[config.mk]
export PLATFORM = sky130hd
export DESIGN_NAME = seq_alu
export DESIGN_NICKNAME = d
export VERILOG_FILES = /design/src/rtl/seq_alu.sv
export SDC_FILE = /design/constraint.sdc
export NUM_CORES = 1
export LEC_CHECK = 0
export ABC_AREA = 1
export CAP_MARGIN = 20
export CORE_ASPECT_RATIO = 0.6
export CORE_MARGIN = 2
export CORE_UTILIZATION = 40
export CTS_BUF_LIST = sky130_fd_sc_hd__clkbuf_8
export DETAILED_ROUTE_END_ITERATION = 7
export PLACE_DENSITY = 0.64
export RECOVER_POWER = 50
export SYNTH_ARGS = -nofsm -noshare
export SYNTH_HDL_FRONTEND = slang
export SYNTH_SLANG_ARGS = --single-unit
[constraint.sdc]
create_clock -name Clk -period 2.5 [get_ports Clk]
set_input_delay 0.5 -clock Clk [delete_from_list [all_inputs] [get_ports Clk]]
set_output_delay 0.5 -clock Clk [all_outputs]
set_load 0.03 [all_outputs]
[src/rtl/seq_alu.sv]
// seq_alu: handshaked multi-cycle ALU with registered result/flags and an iterated LFSR op.
// Ports: Clk/Reset; InValid/InReady/OP/InputA/InputB/Count in; OutValid/OutReady/Out/Zero/Negative/Carry out.
module seq_alu #(
  parameter int W     = 8,
  parameter int CNT_W = 4
) (
  input  logic             Clk,
  input  logic             Reset,
  input  logic             InValid,
  output logic             InReady,
  input  logic [3:0]       OP,
  input  logic [W-1:0]     InputA,
  input  logic [W-1:0]     InputB,
  input  logic [CNT_W-1:0] Count,
  output logic             OutValid,
  input  logic             OutReady,
  output logic [W-1:0]     Out,
  output logic             Zero,
  output logic             Negative,
  output logic             Carry
);

  localparam int SW = W - 1;

  localparam logic [3:0] OP_ADD = 4'd0;
  localparam logic [3:0] OP_SUB = 4'd1;
  localparam logic [3:0] OP_XOR = 4'd2;
  localparam logic [3:0] OP_AND = 4'd3;
  localparam logic [3:0] OP_LSL = 4'd4;
  localparam logic [3:0] OP_LSR = 4'd5;
  localparam logic [3:0] OP_CMP = 4'd6;
  localparam logic [3:0] OP_PAS = 4'd7;
  localparam logic [3:0] OP_PAR = 4'd8;
  localparam logic [3:0] OP_LFS = 4'd9;

  typedef enum logic [1:0] {
    IDLE,
    RUN,
    DONE
  } state_t;

  state_t state_q, state_d;

  logic [SW-1:0]    lfsr_q;
  logic [SW-1:0]    taps_q;
  logic [CNT_W-1:0] rem_q;

  function automatic logic [SW-1:0] lfsr_step(
    input logic [SW-1:0] s,
    input logic [SW-1:0] t
  );
    return {s[SW-2:0], ^(t & s)};
  endfunction

  logic          accept;
  logic          lfsr_long;
  logic          last;
  logic [SW-1:0] first_step;
  logic [SW-1:0] run_step;
  logic [W:0]    sum;
  logic [W:0]    diff;
  logic [W-1:0]  alu_out;
  logic          alu_carry;
  logic [W-1:0]  res_d;
  logic          cy_d;
  logic          load;

  assign InReady    = (state_q == IDLE) && !Reset;
  assign OutValid   = (state_q == DONE);
  assign accept     = InValid && InReady;
  assign lfsr_long  = (OP == OP_LFS) && (Count > CNT_W'(1));
  assign last       = (rem_q == CNT_W'(1));
  assign first_step = lfsr_step(InputB[SW-1:0], InputA[SW-1:0]);
  assign run_step   = lfsr_step(lfsr_q, taps_q);
  assign sum        = {1'b0, InputA} + {1'b0, InputB};
  assign diff       = {1'b0, InputA} - {1'b0, InputB};

  // Shift amounts of W or more fall out naturally as zero.
  always_comb begin
    alu_out   = '0;
    alu_carry = 1'b0;
    case (OP)
      OP_ADD: begin
        alu_out   = sum[W-1:0];
        alu_carry = sum[W];
      end
      OP_SUB, OP_CMP: begin
        alu_out   = diff[W-1:0];
        alu_carry = diff[W];
      end
      OP_XOR: alu_out = InputA ^ InputB;
      OP_AND: alu_out = InputA & InputB;
      OP_LSL: alu_out = InputA << InputB;
      OP_LSR: alu_out = InputA >> InputB;
      OP_PAS: alu_out = InputB;
      OP_PAR: alu_out = {^InputB[SW-1:0], InputB[SW-1:0]};
      OP_LFS: alu_out = {1'b0, first_step};
      default: alu_out = '0;
    endcase
  end

  always_comb begin
    state_d = state_q;
    load    = 1'b0;
    res_d   = alu_out;
    cy_d    = alu_carry;
    case (state_q)
      IDLE: begin
        if (accept) begin
          if (lfsr_long) begin
            state_d = RUN;
          end else begin
            state_d = DONE;
            load    = 1'b1;
          end
        end
      end
      RUN: begin
        if (last) begin
          state_d = DONE;
          load    = 1'b1;
          res_d   = {1'b0, run_step};
          cy_d    = 1'b0;
        end
      end
      DONE: begin
        if (OutReady) state_d = IDLE;
      end
      default: state_d = IDLE;
    endcase
  end

  always_ff @(posedge Clk) begin
    if (Reset) begin
      state_q  <= IDLE;
      Out      <= '0;
      Zero     <= 1'b0;
      Negative <= 1'b0;
      Carry    <= 1'b0;
      lfsr_q   <= '0;
      taps_q   <= '0;
      rem_q    <= '0;
    end else begin
      state_q <= state_d;
      if (load) begin
        Out      <= res_d;
        Zero     <= (res_d == '0);
        Negative <= res_d[W-1];
        Carry    <= cy_d;
      end
      if ((state_q == IDLE) && accept && lfsr_long) begin
        lfsr_q <= first_step;
        taps_q <= InputA[SW-1:0];
        rem_q  <= Count - CNT_W'(1);
      end else if (state_q == RUN) begin
        lfsr_q <= run_step;
        rem_q  <= rem_q - CNT_W'(1);
      end
    end
  end

endmodule

# Yosys cells after proc, flatten, opt, wreduce, memory -nomap -nowiden
# Index checks and enable logic that the tools add are counted.
[op_classes]
shift = 2
addsub = 4
n_lt_le_gt_ge = 1
muxes = 19
n_bitwise = 4
eq_ne = 15
reduce_logical = 15
[ops]
columns = ["operator", "count"]
rows = [
  ["$pmux 8 s9", 1],
  ["$reduce_xor 7->1", 3],
  ["$eq 4x3->1 const B", 4],
  ["$mux 8", 2],
  ["$and 7x7->7", 2],
  ["$mux 7", 2],
  ["$add 8x8->9", 1],
  ["$sub 8x8->9", 1],
  ["$and 8x8->8", 1],
  ["$eq 4x1->1 const B", 2],
  ["$eq 4x2->1 const B", 2],
  ["$eq 4x4->1 const B", 2],
  ["$logic_not 8->1", 1],
  ["$mux 2", 4],
  ["$mux 4", 2],
  ["$shl 8x8->8", 1],
  ["$shr 8x8->8", 1],
  ["$sub 4x1->4 const B", 2],
  ["$xor 8x8->8", 1],
  ["$pmux 2 s3", 1],
  ["$logic_and 1x1->1", 5],
  ["$mux 1", 5],
  ["$gt 4x1->1 const B", 1],
  ["$logic_not 4->1", 1],
  ["other kinds (10)", 12],
]
[word_totals]
inputBits = 28
regBits = 31
out_inout_bits = 13
word_cells = 68

# Depth between registers and ports, before layout
[logic_depth]
depth_word = 6
depth_mapped = 18
ltp_nobuf = 16

# Worst setup path after synthesis
# Ideal clock, no wire load.
[synth_path]
kind = "input -> register"
from = "in InputB[1]"
to = "reg Zero"
stages = 16
t_arrival_ns = 2.266
path_buffers = 2
setup_slack_ns = 0.163
t_required_ns = 2.430
path_cell_list = "buf_2 -> inv_1 -> buf_2 -> fa_1 -> xor2_1 -> nand2_1 -> nand2_1 -> inv_1 -> nand2_1 -> nor2_1 -> nand2_1 -> a21boi_1 -> nand2_1 -> nor2_1 -> nand3_1 -> a21oi_1"
[synth_via]
elab_chain_cells = 6
[synth_lines]
columns = ["item", "line", "source"]
rows = [
  ["from (decl)", "13", "input logic [W-1:0] InputB,"],
  ["parallel branches: the longest is 2 deep, another holds $sub 8x8->9", "--", ""],
  ["$pmux 8 s9 (*)", "82", "case (OP)"],
  ["$mux 8", "119", "if (last) begin"],
  ["$mux 8 (*)", "107", "case (state_q)"],
  ["$logic_not 8->1 (*)", "147", "Zero <= (res_d == '0);"],
  ["to (signal assigned)", "147", ""],
  ["to (decl)", "18", "output logic Zero,"],
]
# Mark *: on every way between the ends.
# A chain may end at the register's enable or synchronous reset.

# Worst setup path in the final report
[layout_path]
from = "in InputA[1]"
to = "reg Out[2]"
[layout_via]
elab_chain_cells = 4
[layout_lines]
columns = ["item", "line", "source"]
rows = [
  ["from (decl)", "12", "input logic [W-1:0] InputA,"],
  ["$sub 8x8->9, or another cell as far along", "76", "assign diff = {1'b0, InputA} - {1'b0, InputB};"],
  ["$pmux 8 s9 (*)", "82", ""],
  ["$mux 8", "119", ""],
  ["$mux 8 (*)", "107", ""],
  ["to (signal assigned)", "146", "Out <= res_d;"],
  ["to (decl)", "17", "output logic [W-1:0] Out,"],
]
# Mark *: on every way between the ends. The rest lies on a longest branch, timed or not.

==> results.py <==
metrics = {
    "status": {
        "status": "finished clean",
    },
    "global_route": {
        "grt_pass1_wl_um": 23300,
        "grt_max_degree": 22,
        "grtUsageTotal_pct": 30.9,
        "grt_pass1_vias": 4380,
        "antenna_found_initial": 0,
        "grt_overflow": 0,
    },
    "synthesis": {
        "synth-seq-cells": 30,
        "syn_area_um2": 3470,
        "synth_warnings": 0,
        "netlist_top_cells_count": "nand2_1 (183), nand3_1 (88), inv_1 (54)",
        "netlist_instances": 604,
        "yosys.area.top_type": "nand2_1",
        "synthDistinctLibCells": 34,
        "synth_top_area_share_pct": 19.8,
        "synth.avg_cell_area_um2": 5.75,
        "seq_area_frac_synth_pct": 17.3,
        "synth_fp_nets": 656,
        "synth_top_flop_cell": "dfxtp_1",
        "yosysMostFrequentCell": "nand2_1",
        "async_reset_ff_share_pct": 0,
        "synth-edff-count": 0,
        "synthTopCellsByArea": "nand2_1 (20%), dfxtp_1 (17%), nand3_1 (13%)",
    },
    "detailed_routing": {
        "wl_per_cell_um": 16.8,
        "wl_met1_um": 7250,
        "vias_per_cell": 5.45,
        "num_vias": 4720,
        "drtAntennaViolNets": 0,
        "drc": 0,
        "wl_met3_um": 1630,
        "top_layer": "met4",
        "wl_met2_um": 5540,
        "drt_iter0_drc": 454,
        "drtPass1Iterations": 5,
        "finalWirelength_um": 14600,
    },
    "power": {
        "power_density_nw_per_um2": 326,
        "p_seq_share_pct": 30.0,
        "p_clk_share_pct": 22.8,
        "p_int_uw": 1030,
        "p_sw_uw": 646,
        "vdd_drop_max_mv": 0.314,
        "switching_share_pct": 38.5,
        "pwr-share-comb_pct": 47.2,
        "p_leak_uw": 0.00257,
    },
    "clock_network": {
        "cts_sinks": 30,
        "numCtsBuffers": 5,
        "cts_buffer_depth": 2,
        "clock-root-buffer": "clkbuf_8",
        "clk_pin_slew_worst_paths_ps": 70,
        "htree_levels": 2,
        "insertion_delay_ps": 290,
        "hold_buffers": 0,
        "cts_tree": "yes",
    },
    "setup_path": {
        "reg2reg_depth": 11,
        "crit_top_cell": "nand2_1",
        "start_kind": "input pin",
        "r2r-end": "Zero",
        "crit_slowest_cell": "fa_2",
        "cp-endpoint": "Out[2]",
        "r2r_setup_slack_ps": 370,
        "critPathMaxStageDelay_ps": 460,
        "critPathKind": "in2reg",
        "r2r_start": "state_q[0]",
        "cp.required_ps": 2690,
        "critPathArrivalTime_ps": 2640,
        "endpoint_kind": "flip-flop",
        "worstPathCellList": "dlygate4sd2_1, buf_6, fa_2, xnor2_1, nand2_1, o21ai_1, nor2_1, nand2_1, nor2_2, nand2_1, a21boi_2, buf_4, buf_4, nand2_1, o211ai_1, inv_1",
        "path_max_fanout": 5,
        "crit_start": "InputA[1]",
    },
    "floorplan": {
        "start_util_pct": 41.1,
        "rows": 26,
        "die_x_um": 124,
        "fp.coreArea_um2": 8460,
        "die_area_um2": 9470,
        "top_level_ports": 41,
        "die_height_um": 76.2,
    },
    "sta": {
        "finalSetupViolCount": 0,
        "final_max_slew_viol_count": 0,
        "worst_pin_slew_ps": 506,
        "holdWs_ps": 474,
        "hold_violations": 0,
        "max_freq_mhz": 408,
        "timing.final.crit_share_pct": 98.1,
        "fin_skew_ps": 4.64,
        "period_minus_slack_ps": 2450,
        "finalWorstSetupSlack_ps": 46.5,
        "slew_headroom_pct": 66.2,
        "rsz0062_at_grt": "no",
    },
    "min_path": {
        "hold_class": "reg2reg",
    },
    "placement": {
        "dp_hpwl_um": 11900,
        "numPortBuffers": 40,
        "dp_slack_ps": -735,
        "gp_congestion": 0.977,
    },
    "layout": {
        "syn_to_final_growth_pct": 48.3,
        "num-nets-final": 806,
        "diodes": 0,
        "drive_gt1_share_pct": 27.9,
    },
    "flow_run": {
        "maxCapViolCount": 0,
    },
}
==> stage by stage <==
step	utilization [%]	area, um^2	instances	total power [uW]	setup TNS [ps]
3_5_place_dp	56.7	4790	852	1230	-5560
4_1_cts	59.9	5070	865	1650	-49.8
5_1_grt	60.9	5150	866	1770	0
3_3_place_gp	56.7	4790	852	1230	-4980
6_report	60.9	5150	866	1680	0
2_1_floorplan	-	3470	604	857	0
==> cell families (layout without fill, tap and decap cells) <==
| kind of cell | count (synthesis) | count (layout) | share of synthesized area [%] |
|---|---|---|---|
| simple gates | 369 | 369 | 46.9 |
| flops | 30 | 30 | 17.3 |
| buf+inv | 90 | 240 | 10.3 |
| xor+xnor | 13 | 13 | 3.28 |
| fa+ha+maj | 24 | 24 | 9.08 |
| compound gates | 78 | 78 | 13.1 |
==> sequential cells by signal (all words and copies together), names as in the netlist <==
| signal | count |
|---|---|
| Carry | 1 |
| taps_q | 7 |
| state_q | 2 |
| Out | 8 |
| lfsr_q | 7 |
| Zero | 1 |
| rem_q | 4 |
==> repair_timing <==
action | in CTS | in global routing
gates resized for setup | 47 | 36
pin swaps | 16 | 15
setup endpoints to repair | 6 | 7
buffers inserted | 6 | 1
==> power groups by stage <==
stage / logic, uW / clock network, uW / registers (uW)
6_report: 791 / 382 / 504
5_1_grt: 855 / 410 / 506
4_1_cts: 761 / 385 / 504
3_5_place_dp: 714 / 0 / 515
3_3_place_gp: 712 / 0 / 514
2_1_floorplan: 325 / 0 / 532
==> cell usage in the layout (no fill, tap or decap), types with 10 or more instances in the layout <==
master,Yosys,layout
buf_4,1,117
nand4_1,30,30
ha_1,22,10
inv_1,54,46
nand2_1,183,176
dfxtp_1,30,30
nor2_2,7,11
dlygate4sd3_1,0,12
nor2_1,50,43
o21ai_0,18,18
nand3_1,88,82
inv_2,16,24
a21oi_1,25,22
==> routing by layer <==
metal / vias up / track usage, %
met2: 233 / 42.2
met5: - / 0
li1: 2304 / -
met4: 0 / 4.72
met1: 2168 / 47.9
met3: 15 / 8.78
==> critical path: cells and delay by family <==
family | cells | cell delay [ps]
AOI/OAI and AO/OA | 3 | 290
xor gates and xnor gates | 1 | 150
adders and majority gates | 1 | 460
buffers and inverters | 5 | 650
and+or+nand+nor | 6 | 580
==> worst min-delay path by stage <==
stage | startpoint | to | depth (start not counted)
after detailed placement | Carry | Carry | 2
final | Carry | Carry | 2
after global routing | lfsr_q[6] | lfsr_q[6] | 2
after CTS | Carry | Carry | 2
after global placement | Carry | Carry | 2
after floorplan | lfsr_q[6] | lfsr_q[6] | 2
==> cell type report <==
class	count	area, um^2
Clock buffer	5	68.8
Clock inverter	2	10.0
Fill cell	853	3310
Inverter	71	267
Multi-Input combinational cell	484	2730
Sequential cell	30	601
Tap cell	112	140
Timing Repair Buffer	162	1340
Note: power is estimated with default switching activity, not from simulation.
